$ cat src/rtl/mips_pkg.sv
// Shared fetch-stage definitions: state encoding, NOP word and
// alignment helper used by the instruction fetch unit.
package mips_pkg;

    typedef enum logic [1:0] {
        IDLE = 2'd0,
        REQ  = 2'd1,
        HOLD = 2'd2,
        DROP = 2'd3
    } fetch_state_t;

    localparam logic [31:0] NOP              = 32'h0000_0000;
    localparam logic [1:0]  INSTR_ALIGN_MASK = 2'b11;

    function automatic logic is_aligned(input logic [31:0] addr);
        return (addr[1:0] & INSTR_ALIGN_MASK) == 2'b00;
    endfunction

endpackage

$ cat src/rtl/fetch_wdog.sv
// Saturating bus-timeout counter for the fetch unit.
// expire flags the last permitted cycle of an unanswered request.
module fetch_wdog #(
    parameter int BUS_TIMEOUT = 255,
    parameter int CNT_W       = 8
) (
    input  logic clk,
    input  logic rst_n,
    input  logic clr,
    input  logic en,
    output logic expire
);

    localparam logic [CNT_W-1:0] LIMIT = CNT_W'(BUS_TIMEOUT - 1);
    localparam logic [CNT_W-1:0] MAX   = {CNT_W{1'b1}};

    logic [CNT_W-1:0] count;

    always_ff @(posedge clk or negedge rst_n) begin
        if (!rst_n) begin
            count <= '0;
        end else if (clr) begin
            count <= '0;
        end else if (en && count != MAX) begin
            count <= count + 1'b1;
        end
    end

    assign expire = (count == LIMIT);

endmodule

$ cat src/rtl/instr_fetch.sv
// Instruction fetch stage: one req/ack read per PC, result held in
// IR and handed to decode over valid/ready; pc_en advances the PC.
module instr_fetch
    import mips_pkg::*;
#(
    parameter int BUS_TIMEOUT = 255,
    parameter int CNT_W       = 8
) (
    input  logic        clk,
    input  logic        rst_n,
    input  logic [31:0] pc,
    output logic        pc_en,
    output logic        imem_req,
    output logic [31:0] imem_addr,
    input  logic        imem_ack,
    input  logic [31:0] imem_rdata,
    input  logic        flush,
    output logic        ir_valid,
    input  logic        ir_ready,
    output logic [31:0] ir,
    output logic [31:0] ir_pc,
    output logic        fetch_err
);

    fetch_state_t state, state_n;

    logic        req_n;
    logic [31:0] addr_n;
    logic [31:0] ir_n;
    logic [31:0] ir_pc_n;
    logic        valid_n;
    logic        pc_en_n;
    logic        err_n;
    logic        wd_clr;
    logic        wd_en;
    logic        wd_expire;
    logic        xfer;

    fetch_wdog #(
        .BUS_TIMEOUT(BUS_TIMEOUT),
        .CNT_W      (CNT_W)
    ) u_wdog (
        .clk   (clk),
        .rst_n (rst_n),
        .clr   (wd_clr),
        .en    (wd_en),
        .expire(wd_expire)
    );

    assign wd_en = (state == REQ) || (state == DROP);
    assign xfer  = ir_valid && ir_ready && !flush;

    always_comb begin
        state_n = state;
        req_n   = imem_req;
        addr_n  = imem_addr;
        ir_n    = ir;
        ir_pc_n = ir_pc;
        valid_n = ir_valid;
        pc_en_n = 1'b0;
        err_n   = fetch_err;
        wd_clr  = 1'b0;
        unique case (state)
            IDLE: begin
                if (flush) begin
                    err_n = 1'b0;
                end else if (fetch_err) begin
                    state_n = IDLE;
                end else if (!is_aligned(pc)) begin
                    err_n = 1'b1;
                end else begin
                    addr_n  = pc;
                    req_n   = 1'b1;
                    wd_clr  = 1'b1;
                    state_n = REQ;
                end
            end
            REQ: begin
                if (imem_ack && flush) begin
                    req_n   = 1'b0;
                    state_n = IDLE;
                end else if (flush) begin
                    // The bus cannot abort: keep requesting, discard later.
                    state_n = DROP;
                end else if (imem_ack) begin
                    ir_n    = imem_rdata;
                    ir_pc_n = imem_addr;
                    valid_n = 1'b1;
                    req_n   = 1'b0;
                    pc_en_n = 1'b1;
                    state_n = HOLD;
                end else if (wd_expire) begin
                    req_n   = 1'b0;
                    err_n   = 1'b1;
                    state_n = IDLE;
                end
            end
            HOLD: begin
                if (flush) begin
                    valid_n = 1'b0;
                    state_n = IDLE;
                end else if (xfer) begin
                    valid_n = 1'b0;
                    if (is_aligned(pc)) begin
                        addr_n  = pc;
                        req_n   = 1'b1;
                        wd_clr  = 1'b1;
                        state_n = REQ;
                    end else begin
                        state_n = IDLE;
                    end
                end
            end
            DROP: begin
                if (imem_ack) begin
                    req_n   = 1'b0;
                    state_n = IDLE;
                end else if (wd_expire) begin
                    req_n   = 1'b0;
                    err_n   = 1'b1;
                    state_n = IDLE;
                end
            end
            default: begin
                state_n = IDLE;
            end
        endcase
    end

    always_ff @(posedge clk or negedge rst_n) begin
        if (!rst_n) begin
            state     <= IDLE;
            imem_req  <= 1'b0;
            imem_addr <= '0;
            ir        <= NOP;
            ir_pc     <= '0;
            ir_valid  <= 1'b0;
            pc_en     <= 1'b0;
            fetch_err <= 1'b0;
        end else begin
            state     <= state_n;
            imem_req  <= req_n;
            imem_addr <= addr_n;
            ir        <= ir_n;
            ir_pc     <= ir_pc_n;
            ir_valid  <= valid_n;
            pc_en     <= pc_en_n;
            fetch_err <= err_n;
        end
    end

endmodule

$ cat config.mk
export PLATFORM = sky130hd
export DESIGN_NAME = instr_fetch
export DESIGN_NICKNAME = d
export VERILOG_FILES = /design/src/rtl/mips_pkg.sv /design/src/rtl/fetch_wdog.sv /design/src/rtl/instr_fetch.sv
export SDC_FILE = /design/constraint.sdc
export NUM_CORES = 1
export LEC_CHECK = 0
export ABC_AREA = 1
export CORE_MARGIN = 3
export CORE_UTILIZATION = 44
export CTS_CLUSTER_SIZE = 16
export DETAILED_ROUTE_END_ITERATION = 7
export GPL_ROUTABILITY_DRIVEN = 0
export GPL_TIMING_DRIVEN = 0
export PLACE_DENSITY = 0.8
export SLEW_MARGIN = 30
export SYNTH_ARGS = -nofsm -noshare
export SYNTH_HDL_FRONTEND = slang
export SYNTH_SLANG_ARGS = --single-unit
$ cat constraint.sdc
create_clock -name clk -period 1.8 [get_ports clk]
set_input_delay 0.27 -clock clk [delete_from_list [all_inputs] [get_ports clk]]
set_output_delay 0.27 -clock clk [all_outputs]
set_load 0.005 [all_outputs]
==> flow_summary.json, run 1 <==
{
  "status": "complete, no violations",
  "clock_skew_ns": 0.01080,
  "hold_viol_final": 0,
  "die_y_um": 106.4,
  "core-area_mm2": 0.009774,
  "peakVddDrop_uv": 804.5,
  "endpoint_kind": "register",
  "period_share_pct": 93.83,
  "ys.warnings.count": 0,
  "synth_cell_types": 25,
  "drcViolationCount": 0,
  "io_buffers": 168,
  "num_vias": 3908,
  "fin_area_mm2": 0.006516,
  "synth_top_cell_area_share_pct": 62.01,
  "cp_max_fo": 10,
  "maxCapViolations": 0,
  "h-tree-depth": 3,
  "pwr-share-seq_pct": 42.8,
  "clock_latency_ns": 0.37,
  "clkTransAtPathRegs_ns": 0.10,
  "m1WireLength_um": 4855,
  "setup_tns_ns": 0,
  "power_density_mw_per_mm2": 1553,
  "cts-root-buf": "clkbuf_8",
  "critPathLaunchType": "register",
  "synth_top_cells_by_area": "dfrtp_1, nand2_1, o21ai_0, inv_1, o21ai_1",
  "fmax_mhz": 592.1,
  "cts.sinks": 110,
  "hp-class": "input pin to async pin",
  "drive_above_1_share_pct": 6.158,
  "n_antenna_cell": 0,
  "wirelength_um": 11770,
  "final_common_cell": "nand2_1",
  "placed_cell_area_mm2": 0.006316,
  "antenna_found_initial": 0,
  "fin_cells": 815,
  "wl_per_cell_um": 14.44,
  "grt_max_degree": 74,
  "required_ns": 2.05,
  "clkPwrFrac_pct": 13.5,
  "synth_cells": 495,
  "syn_to_final_growth_pct": 46.79,
  "start_util_pct": 45.42,
  "clk_path_buf_depth": 2,
  "dp_cells": 797,
  "seq_area_frac_synth_pct": 62.01,
  "swShare_pct": 32.85,
  "fin_crit_ns": 1.689,
  "synth_seq_cells": 110,
  "power.switching_uw": 3324,
  "row_count": 36,
  "drt-initial-drc-count": 248,
  "first_global_vias": 3967,
  "setup_viol": 0,
  "top_layer_used": "met4",
  "power_uw": 10120,
  "grt_pass1_wl_um": 19160,
  "postSynthAreaPerCell_um2": 8.968,
  "postRouteAntennaNets": 0,
  "dieArea_mm2": 0.01133,
  "track_usage_pct": 21.37,
  "hpwlAfterDp_um": 8631,
  "fillers": 810,
  "io_pins": 169,
  "grt-ovfl-total": 0,
  "fp.dieW_um": 106.4,
  "rsz0062_at_grt": "false",
  "syn-num-nets": 566,
  "mostFrequentLayoutCells": "nand2_1, clkdlybuf4s50_1, dfrtp_1",
  "path_class": "register to register",
  "intPower_uw": 6795,
  "routed_via_density": 4.795,
  "met3_length_um": 960,
  "pwr-share-comb_pct": 43.7,
  "slew_headroom_pct": 66.24,
  "worst_pin_slew_ns": 0.5063,
  "cts_made_buffers": 9,
  "maxSlewViolCount": 0,
  "first_pass_iters": 4,
  "num-nets-final": 748,
  "mappedNetlistArea_mm2": 0.004439,
  "synth_top_area_cell": "dfrtp_1",
  "p_leak_uw": 0.003118,
  "cts_tree": "yes",
  "arrival_ns": 1.94,
  "dr_wl_met2_um": 5615
}
[stage by stage]
step | setup WS, ns | hold WS (ns) | utilization [%]
after global routing | 0.007008 | 0.3554 | 66.67
after CTS | 0.09437 | 0.3468 | 66.59
final | 0.1110 | 0.3455 | 66.67
after floorplan | 0.4191 | -0.02559 | -
after detailed placement | -0.3776 | 0.1961 | 64.62
after global placement | -3.560 | 0.4546 | 64.32
[routing by layer]
metal,global-route usage (%),vias up
met5,0,-
met4,9.315,0
met3,6.011,22
met2,35.57,156
met1,26.04,1837
li1,-,1893
[kinds of logic after synthesis]
| logic type | after synthesis | share of synthesized area, % |
|---|---|---|
| AO/OA/AOI/OAI | 78 | 9.076 |
| XOR/XNOR | 2 | 0.3947 |
| adder cells (fa/ha/maj) | 2 | 0.5636 |
| buffers and inverters | 76 | 7.666 |
| flip-flops | 110 | 62.01 |
| AND/OR/NAND/NOR | 227 | 20.29 |
[worst max-delay path: stages (launching register included)]
cell      delay (ns)
dfrtp_1         0.37
buf_2           0.18
inv_2           0.07
nand2_2         0.07
nor3_4          0.29
inv_2           0.12
clkbuf_1        0.27
nand2_1         0.14
o21ai_1         0.07
[power by group through the flow]
stage / Sequential, uW / Combinational [uW] / Clock (uW)
floorplan: 4410 / 1430 / 0
global placement: 4320 / 4290 / 0
detailed placement: 4360 / 4450 / 0
CTS: 4330 / 4480 / 1420
global route: 4480 / 4880 / 1530
finish: 4330 / 4420 / 1370
[Yosys cell counts, drive strengths merged]
| cell | number |
|---|---|
| a21oi | 3 |
| a31oi | 1 |
| buf | 20 |
| clkbuf | 1 |
| dfrtp | 110 |
| ha | 2 |
| inv | 55 |
| nand2 | 197 |
| nand3 | 10 |
| nand4 | 5 |
| nor2 | 13 |
| nor3 | 2 |
| o21ai | 68 |
| o21bai | 2 |
| o22ai | 3 |
| o31ai | 1 |
| xor2 | 2 |
[layout make-up]
cell class / instances / area (um2) / share of cell area, %
multi-input combinational: 309 / 1346 / 20.66
buffer: 21 / 138.9 / 2.131
clock buffer: 12 / 145.1 / 2.227
tap: 133 / 166.4 / 2.554
sequential: 110 / 2753 / 42.24
inverter: 55 / 209.0 / 3.207
clock inverter: 4 / 30.03 / 0.4608
timing repair buffer: 171 / 1728 / 26.52
[registers in the layout (all words and copies together) (netlist names)]
register / flops
imem_addr: 32
ir: 32
imem_req: 1
state: 2
ir_valid: 1
fetch_err: 1
pc_en: 1
u_wdog.count: 8
ir_pc: 32
[worst paths after layout]
kind	startpoint	to	slack [ns]	cells after the start
max in group asynchronous	rst_n	u_wdog.count[2]	0.77	3
max reg2reg	state[1]	ir_pc[14]	0.11	8
min reg2reg	ir[21]	ir[21]	0.48	2
min	rst_n	ir[29]	0.35	2
min in group clk	imem_rdata[26]	ir[26]	0.43	3
max	state[1]	ir_pc[14]	0.11	8
[repair_timing]
| action | CTS | global route |
|---|---|---|
| endpoints found under the setup margin | 20 | 23 |
| resized for setup | 0 | 3 |
| hold buffers | 1 | 0 |
| hold endpoints to repair | 37 | 0 |
| pin swaps | 1 | 1 |
| buffers inserted | 1 | 0 |
Power figures use the tool's default switching activity.
==> run 2, diff against run 1 <==
- CORE_MARGIN: 3 -> unset
==> flow_summary.json, run 2 (synthesis results as in run 1) <==
{
  "clock_skew_ns": 0.008044,
  "routed_via_density": 4.735,
  "antenna_found_initial": 0,
  "final_common_cell": "nand2_1",
  "power_uw": 10170,
  "maxSlewViolCount": 0,
  "n_antenna_cell": 0,
  "drcViolationCount": 0,
  "cts-root-buf": "clkbuf_8",
  "num-nets-final": 749,
  "hold_viol_final": 0,
  "fillers": 794,
  "fmax_mhz": 596.3,
  "period_share_pct": 93.16,
  "required_ns": 2.05,
  "placed_cell_area_mm2": 0.006316,
  "setup_viol": 0,
  "power.switching_uw": 3346,
  "wirelength_um": 11050,
  "h-tree-depth": 3,
  "power_density_mw_per_mm2": 1553,
  "dieArea_mm2": 0.01050,
  "endpoint_kind": "register",
  "row_count": 36,
  "r2r_setup_slack_ns": 0.12,
  "postRouteAntennaNets": 0,
  "grt-ovfl-total": 0,
  "io_buffers": 168,
  "io_pins": 169,
  "swShare_pct": 32.91,
  "fp.dieW_um": 102.4,
  "regArea_mm2": 0.002753,
  "cts_made_buffers": 9,
  "dp_cells": 797,
  "p_leak_uw": 0.003136,
  "track_usage_pct": 21.32,
  "slew_headroom_pct": 65.41,
  "path_class": "register to register",
  "clk_path_buf_depth": 2,
  "wl_per_cell_um": 13.54,
  "maxCapViolations": 0,
  "whs_ns": 0.3880,
  "grt_max_degree": 64,
  "cts.sinks": 110,
  "pwr-share-seq_pct": 42.5,
  "core-area_mm2": 0.009774,
  "hp-class": "input pin to async pin",
  "critPathLaunchType": "register",
  "num_vias": 3864,
  "intPower_uw": 6819,
  "clkTransAtPathRegs_ns": 0.12,
  "arrival_ns": 1.93,
  "fin_crit_ns": 1.677,
  "clock_latency_ns": 0.37,
  "status": "complete, no violations",
  "start_util_pct": 45.42,
  "hpwlAfterDp_um": 8065,
  "mostFrequentLayoutCells": "nand2_1, clkdlybuf4s50_1, dfrtp_1",
  "syn_to_final_growth_pct": 47.49,
  "first_pass_iters": 5,
  "die_y_um": 102.4,
  "cts_tree": "yes",
  "multi_input_area_mm2": 0.001346,
  "cp_max_fo": 10,
  "largestRegisters": "imem_addr (32), ir (32), ir_pc (32)",
  "grt_pass1_wl_um": 17330,
  "drt-initial-drc-count": 186,
  "worst_pin_slew_ns": 0.5188,
  "drive_above_1_share_pct": 6.589,
  "clkPwrFrac_pct": 14.6,
  "fin_area_mm2": 0.006548,
  "pwr-share-comb_pct": 42.9,
  "first_global_vias": 3708,
  "peakVddDrop_uv": 821.1,
  "fin_cells": 816
}
run 2: repair_timing:
action	4_1_cts	5_1_grt
hold buffers	1	0
setup buffers	2	0
endpoints found under the setup margin	2	13
pin swaps	1	0
endpoints found under the hold margin	47	0
gates resized for setup	0	3
run 2: routing by layer:
layer	global-route usage, %	up-vias	part of all wire (%)
met3	5.814	17	7.3
met5	0	-	0
li1	-	1909	-
met4	8.132	0	1.8
met1	26.89	1807	43
met2	35.03	131	47
run 2: cell type report:
type                       instances  area share (%)
tap                              133           2.542
clock buffer                      10           2.102
buffer                            21           2.121
clock inverter                     6          0.9746
sequential                       110           42.04
multi-input combinational        309           20.56
timing repair buffer             172           26.50
inverter                          55           3.153
run 2: critical path, cell delays in order, from the launching register on:
cell and delay, ns:
dfrtp_1 0.37, buf_2 0.18, nor2_4 0.17, nand2_1 0.07, o21ai_0 0.09, nand2_1 0.16
inv_2 0.18, buf_2 0.23, o21ai_0 0.11
run 2: worst paths after layout:
path / depth (start not counted) / from / to
worst max-delay path: 8 / state[0] / imem_addr[18]
worst min-delay path: 2 / rst_n / ir[24]
worst max register to register: 8 / state[0] / imem_addr[18]
worst min register to register: 2 / ir[0] / ir[0]
max in group asynchronous: 3 / rst_n / u_wdog.count[1]
min in group clk: 3 / imem_rdata[29] / ir[29]
run 2: stage by stage:
step	setup TNS, ns	setup WS, ns	utilization, %
after floorplan	0	0.4191	-
after global placement	-408.02	-3.573	64.32
after detailed placement	-19.68	-0.3329	64.62
after CTS	0	0.09169	66.94
after global routing	-0.002353	-0.002353	66.99
final	0	0.1231	66.99
run 2: power groups by stage:
stage / clock (uW) / sequential, uW / combinational, uW
floorplan: 0 / 4410 / 1430
global placement: 0 / 4310 / 4260
global route: 1610 / 4470 / 4860
finish: 1480 / 4330 / 4360
detailed placement: 0 / 4360 / 4380
CTS: 1510 / 4320 / 4410
==> run 3, diff against run 2 <==
- ABC_AREA: 1 -> unset
==> flow_summary.json, run 3 <==
{
  "synth_cells": 290,
  "critPathLaunchType": "register",
  "clk_path_buf_depth": 2,
  "hp-class": "input pin to async pin",
  "fin_area_mm2": 0.006693,
  "grt_max_degree": 64,
  "dp_cells": 591,
  "clkTransAtPathRegs_ns": 0.10,
  "power_uw": 9819,
  "row_count": 36,
  "postSynth.asyncResetShare_pct": 100.0,
  "place_worst_setup_slack_ns": -0.5973,
  "synth_top_cells_by_area": "dfrtp_1, mux2_2, mux2_4, buf_12, buf_2",
  "hold_viol_final": 0,
  "h-tree-depth": 3,
  "crit_path_end": "imem_addr[26]",
  "largestRegisters": "imem_addr (32), ir (32), ir_pc (32)",
  "path_class": "register to register",
  "first_pass_iters": 4,
  "mostFrequentLayoutCells": "clkdlybuf4s50_1, dfrtp_1, mux2_2",
  "mappedNetlistArea_mm2": 0.004501,
  "cpPeakStageDelay_ns": 0.44,
  "cp_cell_sequence": "or2_4 -> a2111oi_4 -> and2b_4 -> buf_6 -> mux2_4",
  "drive_above_1_share_pct": 28.51,
  "synth_edf_count": 0,
  "synth_top_cell_area_share_pct": 61.16,
  "ys.flop_type": "dfrtp_1",
  "whs_ns": 0.3953,
  "reg2reg_depth": 5,
  "synth_cell_types": 38,
  "placed_cell_area_mm2": 0.006367,
  "layout_setup_ws_ns": -0.1231,
  "worst_pin_slew_ns": 0.4621,
  "synth_seq_cells": 110,
  "ys.warnings.count": 0,
  "start_util_pct": 45.62,
  "p_leak_uw": 0.002955,
  "period_share_pct": 106.8,
  "cp_max_fo": 5,
  "postSynthAreaPerCell_um2": 15.52,
  "final_common_cell": "clkdlybuf4s50_1",
  "fmax_mhz": 520.0,
  "syn-num-nets": 361,
  "power_density_mw_per_mm2": 1467,
  "hpwlAfterDp_um": 7004,
  "seq_area_frac_synth_pct": 61.16,
  "cts-root-buf": "clkbuf_8",
  "synthTopCellsByCount": "dfrtp_1, mux2_2, mux2_4",
  "drt-initial-drc-count": 44,
  "track_usage_pct": 18.92,
  "n_antenna_cell": 0,
  "dieArea_mm2": 0.01064,
  "grt_pass1_wl_um": 15100,
  "r2r-start": "state[1]",
  "reg2reg_to": "imem_addr[26]",
  "endpoint_kind": "register",
  "fillers": 720,
  "status": "finished with violations",
  "rsz0062_at_grt": "true",
  "cts.sinks": 110,
  "arrival_ns": 2.18,
  "num-nets-final": 550,
  "fin_crit_ns": 1.923,
  "die_y_um": 103.1,
  "maxCapViolations": 0,
  "first_global_vias": 3037,
  "core-area_mm2": 0.009864,
  "clock_skew_ns": 0.009917,
  "io_buffers": 167,
  "routed_via_density": 4.919,
  "path_buf_inv": 1,
  "clock_latency_ns": 0.37,
  "grt-ovfl-total": 0,
  "io_pins": 169,
  "postRouteAntennaNets": 0,
  "wirelength_um": 9907,
  "required_ns": 2.06,
  "setup_viol": 80,
  "timing.critical_path.from": "state[1]",
  "drcViolationCount": 0,
  "crit_slowest_cell": "dfrtp_2",
  "fin_cells": 617,
  "violations": "negative setup slack",
  "antenna_found_initial": 0,
  "cp_top_family": "simple AND/OR/NAND/NOR gates",
  "r2r_setup_slack_ns": -0.12,
  "num_vias": 3035,
  "maxSlewViolCount": 0,
  "wl_per_cell_um": 16.06,
  "cts_made_buffers": 9,
  "yosysMostFrequentCell": "dfrtp_1",
  "synth_top_area_cell": "dfrtp_1",
  "peakVddDrop_uv": 800.5,
  "slew_headroom_pct": 69.20,
  "syn_to_final_growth_pct": 48.71,
  "cts_tree": "yes",
  "cp_num_cells": 5,
  "fp.dieW_um": 103.1
}
## run 3: where the power goes
| part | leakage [uW] | internal, uW | switching [uW] |
|---|---|---|---|
| logic | 0.00145 | 2850 | 1130 |
| clock network | 0.000110 | 825 | 814 |
| registers | 0.00140 | 3510 | 688 |
## run 3: cells by family (layout without fill, tap and decap cells)
| group | after synthesis | after routing | synth area share [%] |
|---|---|---|---|
| DFF | 110 | 110 | 61.16 |
| muxes | 95 | 95 | 26.24 |
| and+or+nand+nor | 37 | 37 | 4.476 |
| AOI/OAI and AO/OA | 22 | 22 | 3.587 |
| buffers and inverters | 20 | 214 | 3.197 |
| xor gates and xnor gates | 4 | 4 | 0.7786 |
| adders and majority gates | 2 | 2 | 0.5559 |
## run 3: worst register-to-register path, stage by stage (launching register included)
cell,delay [ns]
dfrtp_2,0.44
or2_4,0.26
a2111oi_4,0.33
and2b_4,0.30
buf_6,0.17
mux2_4,0.32
## run 3: routing by layer
metal	part of all wire [%]	wire length, um	global-route usage, %	up-vias
met4	1.4	137	6.717	0
met2	51	5036	31.28	92
met3	5.6	559	5.559	10
met1	42	4174	23.72	1536
met5	0	0	0	-
li1	-	-	-	1397
## run 3: area by class of cell
class                   instances  area, um2  share of cell area (%)
flip-flops and latches        110       2754                   41.15
repair buffers                181       1833                   27.39
multi-input cells             160       1609                   24.04
well taps                     133      166.4                   2.486
clock buffers                  11      141.4                   2.113
plain buffers                  12      88.84                   1.327
clock inverters                 5      81.33                   1.215
inverters                       5      18.77                  0.2804
## run 3: repair_timing
action	4_1_cts	5_1_grt
endpoints found under the setup margin	87	87
resized for setup	9	2
endpoints found under the hold margin	47	0
cloned	1	0
setup buffers	7	5
hold buffers	1	0
pin swaps	1	2
## run 3: metrics by stage
stage	util [%]	setup TNS, ns
finish	67.85	-3.990
global route	67.85	-9.720
global placement	64.26	-443.99
CTS	67.86	-5.172
detailed placement	64.55	-47.40
floorplan	-	-1.432
## run 3: how the worst min path moves through the flow
stage	start	endpoint	slack, ns	depth (start not counted)
6_report	rst_n	imem_addr[27]	0.40	2
5_1_grt	flush	fetch_err	0.39	4
3_3_place_gp	ir[29]	ir[29]	0.49	1
2_1_floorplan	rst_n	fetch_err	-0.03	0
3_5_place_dp	rst_n	ir_pc[27]	0.24	1
4_1_cts	flush	fetch_err	0.37	4
